--- config.mk ---
export PLATFORM = sky130hd
export DESIGN_NAME = scu_dsp_dma_ctrl_flat
export DESIGN_NICKNAME = d
export VERILOG_FILES = /design/src/rtl/scu_dsp_dma_ctrl_if.sv /design/src/rtl/scu_dsp_dma_ctrl.sv /design/src/flat_wrapper.sv
export SDC_FILE = /design/constraint.sdc
export NUM_CORES = 1
export LEC_CHECK = 0
export BUFFER_PORTS_ARGS = -buffer_cell sky130_fd_sc_hd__buf_2
export CAP_MARGIN = 20
export CELL_PAD_IN_SITES_DETAIL_PLACEMENT = 0
export CELL_PAD_IN_SITES_GLOBAL_PLACEMENT = 2
export CORE_ASPECT_RATIO = 1.1
export CORE_MARGIN = 8
export CORE_UTILIZATION = 26
export CTS_BUF_LIST = sky130_fd_sc_hd__clkbuf_2
export DETAILED_ROUTE_END_ITERATION = 12
export HOLD_SLACK_MARGIN = 0.02
export MAX_ROUTING_LAYER = met4
export PLACE_DENSITY_LB_ADDON = 0.05
export SETUP_SLACK_MARGIN = 0.1
export SLEW_MARGIN = 0
export SYNTH_ARGS = -nofsm -noshare
export SYNTH_HDL_FRONTEND = slang
export SYNTH_SLANG_ARGS = --single-unit
--- constraint.sdc ---
create_clock -name clk -period 3 [get_ports clk]
set_input_delay 0.9 -clock clk [delete_from_list [all_inputs] [get_ports clk]]
set_output_delay 0.9 -clock clk [all_outputs]
set_load 0.03 [all_outputs]
--- src/rtl/scu_dsp_dma_ctrl_if.sv ---
// D0 bus and DSP RAM port bundle for the SCU DSP DMA sequencer.
// master = DMA controller side, slave = D0 bus / RAM side.
interface scu_dsp_dma_ctrl_if #(
  parameter int AW = 27
);
  logic          d0_req;
  logic          d0_we;
  logic [AW-1:0] d0_a;
  logic [31:0]   d0_do;
  logic [31:0]   d0_di;
  logic          d0_ack;
  logic [7:0]    ram_a;
  logic [3:0]    ram_we;
  logic          prg_we;
  logic [3:0]    ram_re;
  logic [31:0]   ram_d;
  logic [31:0]   ram_q;

  modport master (
    output d0_req, d0_we, d0_a, d0_do,
    output ram_a, ram_we, prg_we, ram_re, ram_d,
    input  d0_di, d0_ack, ram_q
  );

  modport slave (
    input  d0_req, d0_we, d0_a, d0_do,
    input  ram_a, ram_we, prg_we, ram_re, ram_d,
    output d0_di, d0_ack, ram_q
  );
endinterface

--- src/rtl/scu_dsp_dma_ctrl.sv ---
// SCU DSP DMA sequencer: moves words between D0 and data RAM banks 0-3 / program RAM.
// Optional feature macro SCU_DSP_DMA_HOLD_EN: HOLD=1 suppresses the D0 address write-back.
module scu_dsp_dma_ctrl #(
  parameter int AW    = 27,
  parameter int CNT_W = 8
) (
  input  logic             clk,
  input  logic             rst,
  input  logic             ce,
  input  logic             start,
  input  logic             dir,
  input  logic [2:0]       ram_sel,
  input  logic [2:0]       add_mode,
  input  logic [CNT_W-1:0] cnt,
  input  logic             hold,
  input  logic [AW-1:0]    addr_in,
  input  logic [5:0]       ct_in,
  scu_dsp_dma_ctrl_if.master bus,
  output logic             busy,
  output logic             addr_wb,
  output logic [AW-1:0]    addr_out,
  output logic             ct_wb,
  output logic [5:0]       ct_out
);

  typedef enum logic [2:0] {
    ST_IDLE,
    ST_RD_D0,
    ST_WR_RAM,
    ST_RD_RAM,
    ST_WR_D0,
    ST_DONE
  } state_t;

  state_t           state_reg, state_next;
  logic             dir_reg, dir_next;
  logic [2:0]       sel_reg, sel_next;
  logic [2:0]       mode_reg, mode_next;
  logic             hold_reg, hold_next;
  logic [AW-1:0]    d0_addr_reg, d0_addr_next;
  logic [7:0]       ram_addr_reg, ram_addr_next;
  logic [CNT_W:0]   cnt_reg, cnt_next;
  logic [31:0]      data_reg, data_next;
  logic             q_cap_reg, q_cap_next;

  logic [AW-1:0]    step;
  logic [7:0]       ram_inc;
  logic             data_ram;
  logic             prg_ram;
  wire  [3:0]       bank_hit;

  genvar gi;
  generate
    for (gi = 0; gi < 4; gi++) begin : g_bank
      assign bank_hit[gi] = (sel_reg == 3'(gi));
    end
  endgenerate

  assign data_ram = (sel_reg < 3'd4);
  assign prg_ram  = (sel_reg == 3'd4);

  always_ff @(posedge clk) begin
    if (rst) begin
      state_reg    <= ST_IDLE;
      dir_reg      <= 1'b0;
      sel_reg      <= 3'd0;
      mode_reg     <= 3'd0;
      hold_reg     <= 1'b0;
      d0_addr_reg  <= '0;
      ram_addr_reg <= 8'd0;
      cnt_reg      <= '0;
      data_reg     <= 32'd0;
      q_cap_reg    <= 1'b0;
    end else if (ce) begin
      state_reg    <= state_next;
      dir_reg      <= dir_next;
      sel_reg      <= sel_next;
      mode_reg     <= mode_next;
      hold_reg     <= hold_next;
      d0_addr_reg  <= d0_addr_next;
      ram_addr_reg <= ram_addr_next;
      cnt_reg      <= cnt_next;
      data_reg     <= data_next;
      q_cap_reg    <= q_cap_next;
    end
  end

  always_comb begin
    state_next    = state_reg;
    dir_next      = dir_reg;
    sel_next      = sel_reg;
    mode_next     = mode_reg;
    hold_next     = hold_reg;
    d0_addr_next  = d0_addr_reg;
    ram_addr_next = ram_addr_reg;
    cnt_next      = cnt_reg;
    data_next     = data_reg;
    q_cap_next    = q_cap_reg;

    step = '0;
    if (mode_reg != 3'd0) begin
      step = AW'(1) << ({1'b0, mode_reg} + 4'd1);
    end
    // Program RAM walks the full 8-bit space; data RAM wraps inside its 64-word bank.
    ram_inc = prg_ram ? (ram_addr_reg + 8'd1) : {2'b00, ram_addr_reg[5:0] + 6'd1};

    case (state_reg)
      ST_IDLE: begin
        if (start) begin
          dir_next      = dir;
          sel_next      = ram_sel;
          mode_next     = add_mode;
          hold_next     = hold;
          d0_addr_next  = addr_in;
          ram_addr_next = (ram_sel == 3'd4) ? 8'd0 : {2'b00, ct_in};
          cnt_next      = (cnt == '0) ? {1'b1, {CNT_W{1'b0}}} : {1'b0, cnt};
          state_next    = dir ? ST_RD_RAM : ST_RD_D0;
        end
      end
      ST_RD_D0: begin
        if (bus.d0_ack) begin
          data_next    = bus.d0_di;
          d0_addr_next = d0_addr_reg + step;
          state_next   = ST_WR_RAM;
        end
      end
      ST_WR_RAM: begin
        ram_addr_next = ram_inc;
        cnt_next      = cnt_reg - 1'b1;
        state_next    = (cnt_reg == 1) ? ST_DONE : ST_RD_D0;
      end
      ST_RD_RAM: begin
        ram_addr_next = ram_inc;
        q_cap_next    = 1'b0;
        state_next    = ST_WR_D0;
      end
      ST_WR_D0: begin
        // RAM_Q is only guaranteed the cycle after the read strobe; hold it for ACK waits.
        if (!q_cap_reg) begin
          data_next  = bus.ram_q;
          q_cap_next = 1'b1;
        end
        if (bus.d0_ack) begin
          d0_addr_next = d0_addr_reg + step;
          cnt_next     = cnt_reg - 1'b1;
          state_next   = (cnt_reg == 1) ? ST_DONE : ST_RD_RAM;
        end
      end
      ST_DONE: begin
        state_next = ST_IDLE;
      end
      default: begin
        state_next = ST_IDLE;
      end
    endcase

    bus.d0_req = (state_reg == ST_RD_D0) || (state_reg == ST_WR_D0);
    bus.d0_we  = (state_reg == ST_WR_D0);
    bus.d0_a   = d0_addr_reg;
    bus.d0_do  = 32'd0;
    if ((state_reg == ST_WR_D0) && data_ram) begin
      bus.d0_do = q_cap_reg ? data_reg : bus.ram_q;
    end
    bus.ram_a  = ram_addr_reg;
    bus.ram_we = ((state_reg == ST_WR_RAM) && data_ram) ? bank_hit : 4'b0000;
    bus.prg_we = (state_reg == ST_WR_RAM) && prg_ram;
    bus.ram_re = ((state_reg == ST_RD_RAM) && data_ram) ? bank_hit : 4'b0000;
    bus.ram_d  = ((state_reg == ST_WR_RAM) && (data_ram || prg_ram)) ? data_reg : 32'd0;

    busy     = (state_reg != ST_IDLE);
    ct_wb    = (state_reg == ST_DONE) && data_ram;
    addr_out = d0_addr_reg;
    ct_out   = ram_addr_reg[5:0];
  end

`ifdef SCU_DSP_DMA_HOLD_EN
  assign addr_wb = (state_reg == ST_DONE) && !hold_reg;
`else
  logic unused_hold;
  assign unused_hold = hold_reg;
  assign addr_wb     = (state_reg == ST_DONE);
`endif

endmodule
--- src/flat_wrapper.sv ---
// flat-port wrapper written by rule: the top's interface ports become plain ports
module scu_dsp_dma_ctrl_flat 
#(
  parameter int AW    = 27,
  parameter int CNT_W = 8
)
  (clk, rst, ce, start, dir, ram_sel, add_mode, cnt, hold, addr_in, ct_in, busy, addr_wb, addr_out, ct_wb, ct_out, bus_d0_req, bus_d0_we, bus_d0_a, bus_d0_do, bus_ram_a, bus_ram_we, bus_prg_we, bus_ram_re, bus_ram_d, bus_d0_di, bus_d0_ack, bus_ram_q);
  scu_dsp_dma_ctrl_if #(.AW(AW)) bus_i ();
  input  logic clk;
  input  logic rst;
  input  logic ce;
  input  logic start;
  input  logic dir;
  input  logic [2:0] ram_sel;
  input  logic [2:0] add_mode;
  input  logic [CNT_W-1:0] cnt;
  input  logic hold;
  input  logic [AW-1:0] addr_in;
  input  logic [5:0] ct_in;
  output logic busy;
  output logic addr_wb;
  output logic [AW-1:0] addr_out;
  output logic ct_wb;
  output logic [5:0] ct_out;
  output wire logic [$bits(bus_i.d0_req)-1:0] bus_d0_req;
  output wire logic [$bits(bus_i.d0_we)-1:0] bus_d0_we;
  output wire logic [$bits(bus_i.d0_a)-1:0] bus_d0_a;
  output wire logic [$bits(bus_i.d0_do)-1:0] bus_d0_do;
  output wire logic [$bits(bus_i.ram_a)-1:0] bus_ram_a;
  output wire logic [$bits(bus_i.ram_we)-1:0] bus_ram_we;
  output wire logic [$bits(bus_i.prg_we)-1:0] bus_prg_we;
  output wire logic [$bits(bus_i.ram_re)-1:0] bus_ram_re;
  output wire logic [$bits(bus_i.ram_d)-1:0] bus_ram_d;
  input wire logic [$bits(bus_i.d0_di)-1:0] bus_d0_di;
  input wire logic [$bits(bus_i.d0_ack)-1:0] bus_d0_ack;
  input wire logic [$bits(bus_i.ram_q)-1:0] bus_ram_q;
  assign bus_d0_req = bus_i.d0_req;
  assign bus_d0_we = bus_i.d0_we;
  assign bus_d0_a = bus_i.d0_a;
  assign bus_d0_do = bus_i.d0_do;
  assign bus_ram_a = bus_i.ram_a;
  assign bus_ram_we = bus_i.ram_we;
  assign bus_prg_we = bus_i.prg_we;
  assign bus_ram_re = bus_i.ram_re;
  assign bus_ram_d = bus_i.ram_d;
  assign bus_i.d0_di = bus_d0_di;
  assign bus_i.d0_ack = bus_d0_ack;
  assign bus_i.ram_q = bus_ram_q;
  scu_dsp_dma_ctrl #(.AW(AW), .CNT_W(CNT_W)) u_core (.clk(clk), .rst(rst), .ce(ce), .start(start), .dir(dir), .ram_sel(ram_sel), .add_mode(add_mode), .cnt(cnt), .hold(hold), .addr_in(addr_in), .ct_in(ct_in), .bus(bus_i), .busy(busy), .addr_wb(addr_wb), .addr_out(addr_out), .ct_wb(ct_wb), .ct_out(ct_out));
endmodule
==> summary.txt, run 1 <==
Layout
  • Final core utilization: 0.368
  • Nets: 1197
  • Layout cells sized above 1: 0.364
  • Area growth syn-to-layout: 38.3%
  • Cell area after layout: 8430 um2
  • Non-filler cells, final: 1368
  • Largest register FFs: 32

Place
  • Hpwl dp: 18400 um
  • PortBufs: 262
  • Placed cell count: 1336
  • RePlAce Congestion: 0.764
  • Cell area after placement: 7610 um2

GRT
  • Vias in the first global route: 6841
  • Initial antenna violation count: 3
  • GRT overflow: 0
  • Total track usage: 0.172
  • Wire length of the first global-routing pass: 38600 um
  • Largest net degree at the start of global routing: 46

Yosys
  • Commonest register cell after synthesis: dfxtp_1
  • XOR/XNOR Fraction of Synth Area: 0.0215
  • Simple-gate share of the synthesized area: 0.278
  • Number of synthesized flops with an enable pin: 0
  • Mux cell area share after synthesis: 0.0542
  • Mapped Cells: 828
  • Synth top area share: 0.282
  • Post-Synth Adder-Cell Area: 0.0423
  • Synth Area in Compound Gates: 0.235
  • Asr flop ratio synth: 0
  • Distinct cells, synth: 64
  • Yosys reg bits: 86
  • Top cells by area, synth: dfxtp_1, nor2_1, a211oi_1, mux2i_1, nand2_1
  • Avg Inst Size Synth: 7.37 um2
  • Yosys warns: 0
  • Mapped cell area: 6100 um2
  • Area leader, netlist: dfxtp_1
  • Seq/Total Area, Yosys: 0.282
  • Largest family of logic cells by synthesized area: simple AND/OR/NAND/NOR gates

Worst setup path
  • Worst Setup Start Kind: flip-flop
  • Req. time, crit path: 2.10 ns
  • Worst EP arrival: 2.06 ns
  • Delay-heaviest family, CP: simple AND/OR/NAND/NOR gates
  • CP max FO: 8
  • FF-to-FF Start: u_core.mode_reg[1]
  • Critical path capture point type: output pin
  • Max stage delay on crit path: 0.42 ns
  • CP Class: reg2out
  • Worst Setup SP: u_core.state_reg[2]
  • Critical-path cell list: buf_4 -> nor2b_4 -> and3_4 -> clkbuf_16 -> and2_4 -> buf_6
  • CP max-delay cell: dfxtp_4
  • Worst path buffer plus inverter count: 3

Run
  • Max-cap check violation count: 0

STA
  • Tmin final: 2.96 ns
  • Period utilisation layout: 0.987
  • Slew @ Worst Pin: 0.640 ns
  • RSZ-0062 raised after global routing: yes
  • Max-slew headroom: 0.573
  • Fin Setup TNS: 0 ns
  • Finish-stage setup viols: 0
  • Final Hold Viols: 0
  • Worst clock skew: 0.0629 ns
  • Final-report max-slew violation count: 0
  • Maximum clock rate: 0.338 GHz

Die
  • I/O pin cnt: 264
  • Initial Utilization: 0.266
  • Row count: 58
  • Core box area: 22900 um2
  • Die W: 162 um
  • Die area: 28600 um2
  • Die H: 177 um

Pwr
  • Seq pwr share: 0.440
  • Share of power burned in combinational logic: 0.333
  • Switching share of power: 0.401
  • VDD IR-drop max: 0.000158 V
  • Psw: 1.20 mW
  • Tot Pwr: 3.00 mW
  • P_int: 1.80 mW
  • Clock power share: 0.227
  • PwrDens: 355 nW/um2
  • Leak Pwr: 3.62 nW

Routing
  • Starting DRT DRC Count: 268
  • Residual DRC count: 0
  • DRT Wirelength: 25200 um
  • DR pass1 iterations: 4
  • Via density: 4.91
  • ANT nets after route: 0
  • WL/cell: 18.4 um
  • Total number of vias: 6714

Clock tree
  • CTS Buf Count: 9
  • H-tree lvl count: 3
  • Clock Path Buffers: 2
  • Hold_buf cts: 0
  • Worst skew pair latency: 0.60 ns
  • Clock sinks: 86
  • CTS clock-pin slew for the worst setup and hold paths: 0.30 ns
  • CTS tree: built
  • Root Buffer: clkbuf_2

Status
  • Status: complete, no violations

Worst hold path
  • Hold Path Class: in2reg
  • Worst Hold Launch: addr_in[6]
[kinds of logic (layout without fill, tap and decap cells)]
logic type | Yosys count | after routing
buffers and inverters | 100 | 328
muxes | 33 | 33
adders and majority gates | 20 | 20
other | 2 | 14
DFF | 86 | 86
AOI/OAI and AO/OA | 215 | 215
xor gates and xnor gates | 15 | 15
and+or+nand+nor | 357 | 357
[per-layer routing]
metal / part of all wire / GRT usage / vias up
met2: 0.48 / 0.280 / 196
met1: 0.46 / 0.217 / 3128
li1: - / - / 3376
met4: 0.011 / 0.0498 / 0
met5: 0 / - / -
met3: 0.055 / 0.0268 / 14
[what timing repair did]
item                       CTS  global route
gates cloned                 1             2
gates resized for setup    117            69
pin swaps                    0             8
setup endpoints to repair   75            76
buffers inserted             1             8
[per-stage QoR]
stage / setup WS [ns] / hold slack [ns]
finish: 0.0380 / 0.501
global route: -0.0754 / 0.439
CTS: -0.0550 / 0.435
detailed placement: 0.239 / 0.508
global placement: 0.264 / 0.503
floorplan: 0.352 / 0.468
[cells in the final DEF (no fill, tap or decap), types with 6 or more instances in the layout]
cell,count
buf_2,187
nor2_1,121
nand2_1,82
dfxtp_1,81
buf_4,61
o21ai_0,56
a211oi_1,44
buf_6,43
a21oi_1,39
or3_1,34
mux2i_1,33
and2_4,31
ha_1,19
a311oi_1,14
nand3_1,14
nor3_1,10
conb_1,10
and3_1,9
inv_1,9
xor2_1,9
clkbuf_2,9
nand2b_1,8
a31oi_1,7
nor3b_1,7
a22oi_1,7
a21o_1,6
nor4_1,6
xnor2_1,6
buf_12,6
[power by group through the flow]
stage,Sequential [mW],Clock [mW],Combinational (mW)
after floorplan,1.39,0,0.595
after global placement,1.34,0,0.944
after detailed placement,1.34,0,0.939
after CTS,1.32,0.721,0.966
after global routing,1.34,0.763,1.10
final,1.32,0.681,0.998
[cell usage after synthesis (10+ instances only)]
cell and count:
nor2_1 128, dfxtp_1 86, nand2_1 83, o21ai_0 56, a211oi_1 44, a21oi_1 39, clkbuf_1 36, or3_1 36
buf_4 34, and2_1 33, mux2i_1 33, ha_1 19, a311oi_1 14, buf_2 14, nand3_1 14, nor3_1 13
and3_1 10, nand2b_1 10
[path summary, 6_finish.rpt]
kind	end	slack [ns]	depth (start not counted)
setup / recovery	bus_ram_d[27]	0.04	6
hold / removal	u_core.addr_out[6]	0.50	3
setup reg to reg	u_core.addr_out[24]	0.34	8
hold reg to reg	u_core.data_reg[14]	0.54	2
[worst register-to-register path, stage by stage (launching register included)]
cell and delay (ns):
dfxtp_1 0.50, and3b_1 0.23, ha_1 0.36, and3_1 0.24
nand3_1 0.09, o21a_1 0.22, o21a_2 0.31, or4_1 0.56
a41oi_2 0.17
[area by class of cell]
class | instances | area (um2)
repair buffers | 301 | 2080
diodes | 4 | 10.0
fillers | 2547 | 14500
clock buffers | 9 | 45.0
inverters | 11 | 46.3
well taps | 300 | 375
multi-input cells | 650 | 4070
clock inverters | 7 | 71.3
flip-flops and latches | 86 | 1740
(Power assumes the default switching activity.)
==> inputs of run 2 (changes only) <==
--- a/config.mk
+++ b/config.mk
@@ -17,7 +17,6 @@
 export HOLD_SLACK_MARGIN = 0.02
 export MAX_ROUTING_LAYER = met4
 export PLACE_DENSITY_LB_ADDON = 0.05
-export SETUP_SLACK_MARGIN = 0.1
 export SLEW_MARGIN = 0
 export SYNTH_ARGS = -nofsm -noshare
 export SYNTH_HDL_FRONTEND = slang
==> summary.txt, run 2 (synthesis results as in run 1) <==
Status
  • Status: complete, no violations (unchanged)

Die
  • Die area: 28600 um2 (unchanged)
  • Die H: 177 um (unchanged)
  • Die W: 162 um (unchanged)
  • Row count: 58 (unchanged)
  • I/O pin cnt: 264 (unchanged)
  • Core box area: 22900 um2 (unchanged)
  • Initial Utilization: 0.266 (unchanged)

Clock tree
  • Worst skew pair latency: 0.59 ns (was 0.60 ns)
  • CTS Buf Count: 9 (unchanged)
  • CTS tree: built (unchanged)
  • Root Buffer: clkbuf_2 (unchanged)
  • Hold_buf cts: 0 (unchanged)
  • H-tree lvl count: 3 (unchanged)
  • Clock Path Buffers: 2 (unchanged)
  • CTS clock-pin slew for the worst setup and hold paths: 0.29 ns (was 0.30 ns)
  • Clock sinks: 86 (unchanged)

GRT
  • Largest net degree at the start of global routing: 46 (unchanged)
  • Vias in the first global route: 6833 (was 6841)
  • Total track usage: 0.172 (about the same)
  • Wire length of the first global-routing pass: 38500 um (was 38600 um)
  • Initial antenna violation count: 3 (unchanged)
  • GRT overflow: 0 (unchanged)

Worst setup path
  • Worst EP arrival: 2.02 ns (was 2.06 ns)
  • Worst Setup Start Kind: flip-flop (unchanged)
  • Req. time, crit path: 2.10 ns (about the same)
  • CP max FO: 8 (unchanged)
  • Critical path capture point type: output pin (unchanged)
  • CP Class: reg2out (unchanged)

Run
  • Max-cap check violation count: 0 (unchanged)

Routing
  • Via density: 4.91 (about the same)
  • WL/cell: 18.5 um (was 18.4 um)
  • Starting DRT DRC Count: 307 (was 268)
  • ANT nets after route: 0 (unchanged)
  • DRT Wirelength: 25200 um (about the same)
  • Residual DRC count: 0 (unchanged)
  • Total number of vias: 6700 (was 6714)
  • DR pass1 iterations: 4 (unchanged)

Place
  • Hpwl dp: 18400 um (unchanged)
  • PortBufs: 262 (unchanged)
  • Pre-CTS setup slack: 0.239 ns (unchanged)
  • RePlAce Congestion: 0.764 (unchanged)
  • Cell area after placement: 7610 um2 (unchanged)

Layout
  • Most frequent cells in the layout: buf_2, nor2_1, nand2_1, dfxtp_1, buf_4 (unchanged)
  • Nets: 1194 (was 1197)
  • Layout cells sized above 1: 0.353 (was 0.364)
  • Area growth syn-to-layout: 36.2% (was 38.3%)
  • Largest register FFs: 32 (unchanged)
  • Cell area after layout: 8310 um2 (was 8430 um2)
  • Commonest non-fill, non-tap cell in the layout: buf_2 (unchanged)

STA
  • RSZ-0062 raised after global routing: yes (unchanged)
  • Final-report max-slew violation count: 0 (unchanged)
  • Slew @ Worst Pin: 0.640 ns (about the same)
  • Worst clock skew: 0.0614 ns (was 0.0629 ns)
  • Maximum clock rate: 0.342 GHz (was 0.338 GHz)
  • Period utilisation layout: 0.974 (was 0.987)
  • Max-slew headroom: 0.573 (about the same)
  • Final worst slack: 0.0786 ns (was 0.0380 ns)
  • Fin Setup TNS: 0 ns (unchanged)
  • Finish-stage setup viols: 0 (unchanged)
  • Final Hold Viols: 0 (unchanged)
  • Tmin final: 2.92 ns (was 2.96 ns)

Pwr
  • VDD IR-drop max: 0.000158 V (about the same)
  • Tot Pwr: 2.97 mW (was 3.00 mW)
  • PwrDens: 358 nW/um2 (was 355 nW/um2)
  • Leak Pwr: 3.60 nW (was 3.62 nW)

Worst hold path
  • Hold Path Class: in2reg (unchanged)
-- run 2: cell types whose count changed in the layout (fill, tap and decap cells not counted), sizes merged --
cell,delta
diode,-1
clkbuf,-1
buf,-2
-- run 2: area by class of cell --
cell class	count	area [um2]
Fill cell	2563	14600
Multi-Input combinational cell	650	4010
Timing Repair Buffer	298	2020
Sequential cell	86	1740
Tap cell	300	375
Clock inverter	7	71.3
Clock buffer	9	45.0
Inverter	11	41.3
Antenna cell	3	7.51
-- run 2: report_power, final --
part	internal (mW)	switching (mW)	leakage [nW]
combinational	0.366	0.613	2.82
clock	0.197	0.481	0.0764
sequential	1.22	0.0946	0.705
total	1.78	1.19	3.60
-- run 2: critical path: stages (launching register included) --
cell and delay [ns]:
dfxtp_4 0.43, buf_6 0.10, nor2b_4 0.14, and3_4 0.29, clkbuf_16 0.20, and2_4 0.14, buf_6 0.12
-- run 2: per-stage QoR --
step | std cells | hold WS, ns | utilization
floorplan | 836 | 0.468 | -
global placement | 1336 | 0.503 | 0.332
detailed placement | 1336 | 0.508 | 0.332
CTS | 1354 | 0.435 | 0.351
global route | 1364 | 0.439 | 0.362
finish | 1364 | 0.510 | 0.362
-- run 2: timing repair --
action / CTS / global route
cloned: 1 / 2
pin swaps: 0 / 16
gates resized for setup: 105 / 53
setup endpoints to repair: 73 / 74
setup buffers: 1 / 5
-- run 2: final timing paths --
check | startpoint | endpoint | depth (start not counted) | slack [ns]
worst max-delay path | u_core.state_reg[1] | bus_ram_d[22] | 6 | 0.08
worst min-delay path | addr_in[6] | u_core.addr_out[6] | 3 | 0.51
worst max register to register | u_core.mode_reg[1] | u_core.addr_out[24] | 8 | 0.26
worst min register to register | u_core.sel_reg[1] | u_core.sel_reg[1] | 2 | 0.53
-- run 2: routing by layer --
metal  up-vias  share of wire  routed length, um  GRT usage
li1       3373              -                  -          -
met1      3106           0.46              11700      0.218
met2       198           0.47              11800      0.279
met3        23          0.049               1230     0.0268
met4         0          0.018                461     0.0498
met5         -              0                  0          -
==> inputs of run 3 (changes only) <==
--- a/config.mk
+++ b/config.mk
@@ -6,7 +6,7 @@
 export NUM_CORES = 1
 export LEC_CHECK = 0
 export BUFFER_PORTS_ARGS = -buffer_cell sky130_fd_sc_hd__buf_2
-export CAP_MARGIN = 20
+export CAP_MARGIN = 40
 export CELL_PAD_IN_SITES_DETAIL_PLACEMENT = 0
 export CELL_PAD_IN_SITES_GLOBAL_PLACEMENT = 2
 export CORE_ASPECT_RATIO = 1.1
==> constraint.sdc (replaced) <==
create_clock -name clk -period 2.9 [get_ports clk]
set_input_delay 0.87 -clock clk [delete_from_list [all_inputs] [get_ports clk]]
set_output_delay 0.87 -clock clk [all_outputs]
set_load 0.03 [all_outputs]
==> summary.txt, run 3 (synthesis results as in run 1) <==
Clock tree
  • Worst skew pair latency: 0.61 ns (was 0.59 ns)
  • H-tree lvl count: 3 (unchanged)
  • CTS clock-pin slew for the worst setup and hold paths: 0.30 ns (was 0.29 ns)
  • Root Buffer: clkbuf_2 (unchanged)
  • Clock Path Buffers: 2 (unchanged)
  • Clock sinks: 86 (unchanged)
  • CTS Buf Count: 9 (unchanged)
  • CTS tree: built (unchanged)

Place
  • Placed cell count: 1338 (was 1336)
  • RePlAce Congestion: 0.780 (was 0.764)
  • Pre-CTS setup slack: 0.230 ns (was 0.239 ns)
  • Hpwl dp: 18300 um (was 18400 um)
  • PortBufs: 262 (unchanged)

GRT
  • Vias in the first global route: 6859 (was 6833)
  • Wire length of the first global-routing pass: 38900 um (was 38500 um)
  • Total track usage: 0.174 (was 0.172)
  • Largest net degree at the start of global routing: 46 (unchanged)
  • Initial antenna violation count: 3 (unchanged)
  • GRT overflow: 0 (unchanged)

STA
  • Max-slew headroom: 0.626 (was 0.573)
  • Final-report max-slew violation count: 0 (unchanged)
  • Worst clock skew: 0.0401 ns (was 0.0614 ns)
  • Tmin final: 2.85 ns
  • Slew @ Worst Pin: 0.561 ns (was 0.640 ns)
  • Final worst slack: 0.0458 ns (was 0.0786 ns)
  • Period utilisation layout: 0.984
  • Maximum clock rate: 0.350 GHz
  • Final Hold Viols: 0 (unchanged)
  • Finish-stage setup viols: 0 (unchanged)
  • RSZ-0062 raised after global routing: yes (unchanged)

Pwr
  • VDD IR-drop max: 0.000203 V (was 0.000158 V)
  • Share of power burned in combinational logic: 0.333 (was 0.330)
  • Psw: 1.24 mW (was 1.19 mW)
  • Switching share of power: 0.400 (about the same)
  • P_int: 1.86 mW (was 1.78 mW)
  • Leak Pwr: 3.61 nW (was 3.60 nW)
  • Seq pwr share: 0.439 (was 0.443)
  • PwrDens: 368 nW/um2 (was 358 nW/um2)
  • Clock power share: 0.228 (about the same)

Die
  • Die area: 28600 um2 (unchanged)
  • Initial Utilization: 0.266 (unchanged)
  • Die H: 177 um (unchanged)
  • I/O pin cnt: 264 (unchanged)
  • Row count: 58 (unchanged)
  • Die W: 162 um (unchanged)
  • Core box area: 22900 um2 (unchanged)

Worst hold path
  • Hold Path Class: in2reg (unchanged)
  • Worst Hold Launch: addr_in[14] (was addr_in[6])

Worst setup path
  • FF-to-FF Start: u_core.mode_reg[1] (unchanged)
  • Worst Setup SP: u_core.state_reg[2] (was u_core.state_reg[1])
  • CP Class: reg2out (unchanged)
  • Critical path capture point type: output pin (unchanged)
  • Worst Setup Start Kind: flip-flop (unchanged)
  • Worst path most repeated cell: buf_6 (unchanged)
  • Worst EP arrival: 1.98 ns (was 2.02 ns)
  • Req. time, crit path: 2.03 ns (was 2.10 ns)
  • CP max-delay cell: dfxtp_2 (was dfxtp_4)
  • Max stage delay on crit path: 0.38 ns (was 0.43 ns)
  • CP max FO: 12 (was 8)
  • Critical-path cell list: buf_6 -> nor2b_4 -> and3_4 -> clkbuf_16 -> and2_4 -> buf_6 (unchanged)

Routing
  • DRT Wirelength: 25300 um (was 25200 um)
  • WL/cell: 18.5 um (about the same)
  • Via density: 4.92 (was 4.91)
  • Residual DRC count: 0 (unchanged)
  • Starting DRT DRC Count: 304 (was 307)
  • ANT nets after route: 0 (unchanged)
  • Total number of vias: 6720 (was 6700)
  • DR pass1 iterations: 4 (unchanged)

Run
  • Max-cap check violation count: 0 (unchanged)

Layout
  • Commonest non-fill, non-tap cell in the layout: buf_2 (unchanged)
  • Most frequent cells in the layout: buf_2, nor2_1, nand2_1, dfxtp_1, buf_4 (unchanged)
  • Layout cells sized above 1: 0.363 (was 0.353)
  • Non-filler cells, final: 1366 (was 1364)
  • Largest register FFs: 32 (unchanged)
  • Nets: 1196 (was 1194)
  • Final core utilization: 0.367 (was 0.362)
  • Area growth syn-to-layout: 38.0% (was 36.2%)

Status
  • Status: complete, no violations (unchanged)
run 3: cell count changes in the layout (fill, tap and decap cells not counted), moves of 3 or more:
cell and delta:
buf_2 -4, buf_6 +5, clkinv_2 -3, nor2_1 -4
run 3: per-stage QoR:
stage	instance area (um2)	hold slack (ns)	setup TNS (ns)	total power, mW
floorplan	6130	0.468	0	2.05
global placement	7650	0.498	0	2.36
detailed placement	7650	0.505	0	2.36
CTS	8150	0.399	-0.667	3.13
global route	8410	0.418	-3.61	3.30
finish	8410	0.475	0	3.10
run 3: layout make-up:
| class | instances | area [um2] |
|---|---|---|
| Multi-Input combinational cell | 650 | 4040 |
| Antenna cell | 3 | 7.51 |
| Tap cell | 300 | 375 |
| Sequential cell | 86 | 1740 |
| Inverter | 11 | 43.8 |
| Timing Repair Buffer | 300 | 2080 |
| Fill cell | 2562 | 14500 |
| Clock inverter | 6 | 71.3 |
| Clock buffer | 10 | 50.0 |
run 3: critical path, delay by kind of cell, from the launching register on:
family | cells | cell delay [ns]
flops | 1 | 0.38
buf+inv | 3 | 0.46
simple gates | 3 | 0.56
run 3: metal layers:
metal  vias up  share of wire  GRT usage
met5         -              0          -
met4         0          0.023     0.0506
met3        25          0.052     0.0307
met2       203           0.46      0.280
met1      3116           0.46      0.218
li1       3376              -          -
run 3: final timing paths:
check                                      endpoint  slack, ns  cells past startpoint
worst min-delay path            u_core.addr_out[14]       0.48                      3
worst min register to register     u_core.q_cap_reg       0.51                      1
worst max-delay path                  bus_ram_d[27]       0.05                      6
worst max register to register  u_core.addr_out[17]       0.19                      9
run 3: power by group through the flow:
stage / registers (mW) / logic (mW) / clock network [mW]
floorplan: 1.44 / 0.615 / 0
global placement: 1.39 / 0.978 / 0
detailed placement: 1.39 / 0.973 / 0
CTS: 1.36 / 1.01 / 0.756
global route: 1.38 / 1.13 / 0.790
finish: 1.36 / 1.03 / 0.706
run 3: timing repair:
item                       CTS  global route
setup endpoints to repair   74            74
pin swaps                    3             4
setup buffers                3             3
resized for setup          111            68
cloned                       2             1
hold buffers                 0             0
